**src/rtl/updown_counter.sv**
```systemverilog
// Up/down modulo-2^WIDTH counter with a registered wrap pulse.
//
// Ports:
//   clk_i     - clock; all state updates on the rising edge
//   rst_i     - synchronous active-low reset (clears count and wrap)
//   mode_i    - count direction, 0 = up, 1 = down, sampled every edge
//   count_o   - current count, straight from the count register
//   at_max_o  - high while count_o is all ones (decoded from the register only)
//   at_min_o  - high while count_o is zero (decoded from the register only)
//   wrap_o    - high for the one cycle after an update that wrapped around
module updown_counter #(
  parameter int unsigned WIDTH = 3
) (
  input  logic             clk_i,
  input  logic             rst_i,
  input  logic             mode_i,
  output logic [WIDTH-1:0] count_o,
  output logic             at_max_o,
  output logic             at_min_o,
  output logic             wrap_o
);

  localparam logic [WIDTH-1:0] CountMax = '1;
  localparam logic [WIDTH-1:0] CountMin = '0;
  localparam logic [WIDTH-1:0] CountOne = WIDTH'(1);

  logic [WIDTH-1:0] count_d, count_q;
  logic             wrap_d, wrap_q;

  // No enable: every non-reset edge moves the count by exactly one.
  always_comb begin
    count_d = count_q;
    wrap_d  = 1'b0;
    if (mode_i) begin
      count_d = count_q - CountOne;
      wrap_d  = (count_q == CountMin);
    end else begin
      count_d = count_q + CountOne;
      wrap_d  = (count_q == CountMax);
    end
  end

  // Reset wins over counting whatever mode_i is.
  always_ff @(posedge clk_i) begin
    if (!rst_i) begin
      count_q <= '0;
      wrap_q  <= 1'b0;
    end else begin
      count_q <= count_d;
      wrap_q  <= wrap_d;
    end
  end

  assign count_o  = count_q;
  assign wrap_o   = wrap_q;
  assign at_max_o = (count_q == CountMax);
  assign at_min_o = (count_q == CountMin);

endmodule

```
**config.mk**
```make
export PLATFORM = sky130hd
export DESIGN_NAME = updown_counter
export DESIGN_NICKNAME = d
export VERILOG_FILES = /design/src/rtl/updown_counter.sv
export SDC_FILE = /design/constraint.sdc
export NUM_CORES = 1
export LEC_CHECK = 0
export CORE_AREA = 2 2 39 41
export CTS_CLUSTER_DIAMETER = 50
export DETAILED_ROUTE_END_ITERATION = 7
export DIE_AREA = 0 0 41 43
export PLACE_DENSITY_LB_ADDON = 0.2
export SLEW_MARGIN = 20
export SYNTH_ARGS = -nofsm -noshare
export SYNTH_HDL_FRONTEND = slang
export SYNTH_SLANG_ARGS = --single-unit
```
**constraint.sdc**
```tcl
create_clock -name clk_i -period 1.3 [get_ports clk_i]
set_clock_uncertainty 0.1 [all_clocks]
set_input_delay 0.26 -clock clk_i [delete_from_list [all_inputs] [get_ports clk_i]]
set_output_delay 0.26 -clock clk_i [all_outputs]
set_load 0.02 [all_outputs]
```
==> results_dict.tcl <==
set metrics [dict create \
    status "finished, violations left" \
    failed_checks "setup timing" \
    yosysWarningCount 0 \
    power.density_cell_area_nw_per_um2 1309 \
    synth.cell_area_sq_um 188.9 \
    drt-wirelength-per-cell_microns 7.673 \
    postSynthRegisterBits 4 \
    synthesis.area_per_instance_sq_um 11.11 \
    initialDrtViolationCount 0 \
    remaining_drc_errors 0 \
    synth_compound_gate_area_share_pct 4.636 \
    post_synth_main_area_contributors "dfxtp_1 42%, xnor3_1 12%, fa_1 11%, nor2b_1 6.6%, inv_1 6.0%" \
    post_synth_mux_area_share_pct 0 \
    hold_path.class "input port to register" \
    fin_crit_sh_pct 110.0 \
    nFillCells 149 \
    floorplan.core_area_sq_um 1384 \
    setup_total_negative_slack_ns -0.2984 \
    dieHeight_microns 43 \
    drt-met1-wl_microns 156 \
    timing.critical_path.arrival_ns 1.45 \
    synthTopCellsByCount "4 x dfxtp_1, 3 x inv_1, 2 x nor2b_1" \
    number_of_antenna_violations_at_the_first_check_in_global_routing 0 \
    placement_rows 14 \
    critical_path_peak_fanout 3 \
    pin_count 9 \
    yosys.area.top_type_share_pct 42.38 \
    total_nets_final 44 \
    slew_violations 0 \
    setup_violations 4 \
    hold_violations 0 \
    final_layout_size_suffix_gt1_share_pct 69.23 \
    irDropWorstVdd_uv 349.5 \
    synth-seq-area-share_pct 42.38 \
    ctsLongestPathBuffers 2 \
    io_buffers 8 \
    tightestPinTransition_ns 0.2028 \
    total_vias_in_the_final_route 197 \
    clock_sinks 4 \
    die_area_sq_um 1763 \
    first_global_vias 203 \
    wl_met2_microns 237 \
    grt_max_degree 6 \
    synth-xor-area-share_pct 11.92 \
    fmaxAchievable_ghz 0.6992 \
    ys.flop_type "dfxtp_1" \
    grt_usage_pct 6.627 \
    post-synth-top-count-cell "dfxtp_1" \
    globalRoute.totalOverflow 0 \
    clock_latency_ns 0.23 \
    post_synth_fa_ha_maj_area_fraction_pct 10.60 \
    worst_slew_margin_rel_pct 86.54 \
    cts.root.buffer_cell "clkbuf_4" \
    htree_levels 1 \
    antenna_cells_inserted 0 \
    place_congestion 0.5461 \
    worst_setup_hold_path_clk_slew_ns 0.04 \
    endpoint_kind "register" \
    crit_path_start_kind "register" \
    timing.max_cap.violations 0 \
    report.power.total_mw 0.5439 \
    period_minus_slack_ns 1.430 \
    number_of_synthesized_flops_with_an_enable_pin 0 \
    hpwl_microns 326.3 \
    power_leakage_nw 0.2057 \
    finalWirelength_microns 422 \
    topRoutingLayerUsed "met3" \
    rsz_0062_raised_after_global_routing "yes" \
    cts-hold-fix-buffers 0 \
    synthArstFlopShare_pct 0 \
    route.met3.wl_microns 27 \
    final_antenna_net_count 0 \
    pre_antenna_drt_iters 1 \
    critical_path_required_ns 1.32 \
    largest_family_of_logic_cells_by_synthesized_area "simple AND/OR/NAND/NOR gates" \
    average_vias_per_placed_instance 3.582 \
    synth_cells 17 \
    setup_slack_ns -0.1302 \
    synthToLayoutAreaGrowth_pct 119.9 \
    crit_type "register to register" \
    start_util_pct 13.65 \
    synth_top_cell_by_area "dfxtp_1" \
    post_synth_and_or_nand_nor_area_fraction_pct 24.50 \
    tritoncts_clock_tree "yes" \
    synthDistinctLibCells 11 \
    die-width_microns 41 \
    cts_inserted_buffers 3 \
    grt_pass1_wl_microns 703 \
    post_syn_nets 21 \
]
## report_power, final
| part | internal, mW | switching (mW) |
|---|---|---|
| registers | 0.143 | 0.0197 |
| clock network | 0.115 | 0.0523 |
| logic | 0.130 | 0.0840 |
## metrics by stage
stage | instances | hold WS (ns) | area, sq um | util, % | setup slack [ns]
after floorplan | 17 | 0.2817 | 196.4 | - | 0.006373
after CTS | 54 | 0.5016 | 412.9 | 29.84 | -0.1736
after detailed placement | 48 | 0.4166 | 349.1 | 25.23 | -0.4127
after global placement | 48 | 0.4130 | 349.1 | 25.23 | -0.3947
final | 55 | 0.4904 | 415.4 | 30.02 | -0.1302
after global routing | 55 | 0.5200 | 415.4 | 30.02 | -0.1594
## worst max-delay path, stage by stage (launching register included)
cell     delay [ns]
dfxtp_4        0.34
buf_6          0.10
buf_6          0.09
inv_4          0.03
fa_2           0.37
xnor3_1        0.17
and2_1         0.14
## timing repair
item                                   4_1_cts  5_1_grt
gates resized for setup                     28        8
endpoints found under the hold margin        0        0
pin swaps                                    2        2
setup endpoints to repair                    8        7
setup buffers                                2        3
## kinds of logic (layout without fill, tap and decap cells)
logic type	after synthesis	count (layout)
AND/OR/NAND/NOR	7	7
AO/OA/AOI/OAI	1	1
flip-flops	4	4
buffers and inverters	3	25
adder cells (fa/ha/maj)	1	1
XOR/XNOR	1	1
## registers in the layout, summed over array words and instances, names as in the netlist
register / flops
count_o: 3
wrap_o: 1
## cells in the final DEF (no fill, tap or decap)
master,instances
a22o_1,1
and2_1,1
and2_2,1
and2b_2,1
and3_4,1
buf_2,1
buf_4,8
buf_6,5
clkbuf_1,1
clkbuf_2,1
clkbuf_4,3
clkdlybuf4s50_1,1
dfxtp_1,2
dfxtp_2,1
dfxtp_4,1
dlygate4sd2_1,2
fa_2,1
inv_1,1
inv_2,1
inv_4,1
nor2b_1,2
nor3_4,1
xnor3_1,1
## worst paths after layout
check	from	slack, ns	end	cells past startpoint
worst max-delay path	count_o[0]	-0.13	count_o[2]	6
worst min-delay path	mode_i	0.49	count_o[1]	4
worst max register to register	count_o[0]	-0.13	count_o[2]	6
worst min register to register	count_o[0]	0.51	count_o[0]	3
## area by class of cell
type                    count  area, sq um  area share, %
clock buffers               4        26.28          6.325
inverters                   3        13.76          3.313
repair buffers             18        153.9          37.05
flip-flops and latches      4        85.08          20.48
well taps                  16        20.02          4.819
multi-input cells          10        116.4          28.01
## layer usage
layer / GRT usage (%) / vias to the layer above
met4: 12.00 / 0
met2: 9.375 / 6
met3: 0 / 0
met1: 5.788 / 92
li1: - / 99
met5: 0 / -
No activity file was read; power rests on OpenSTA's default activity.
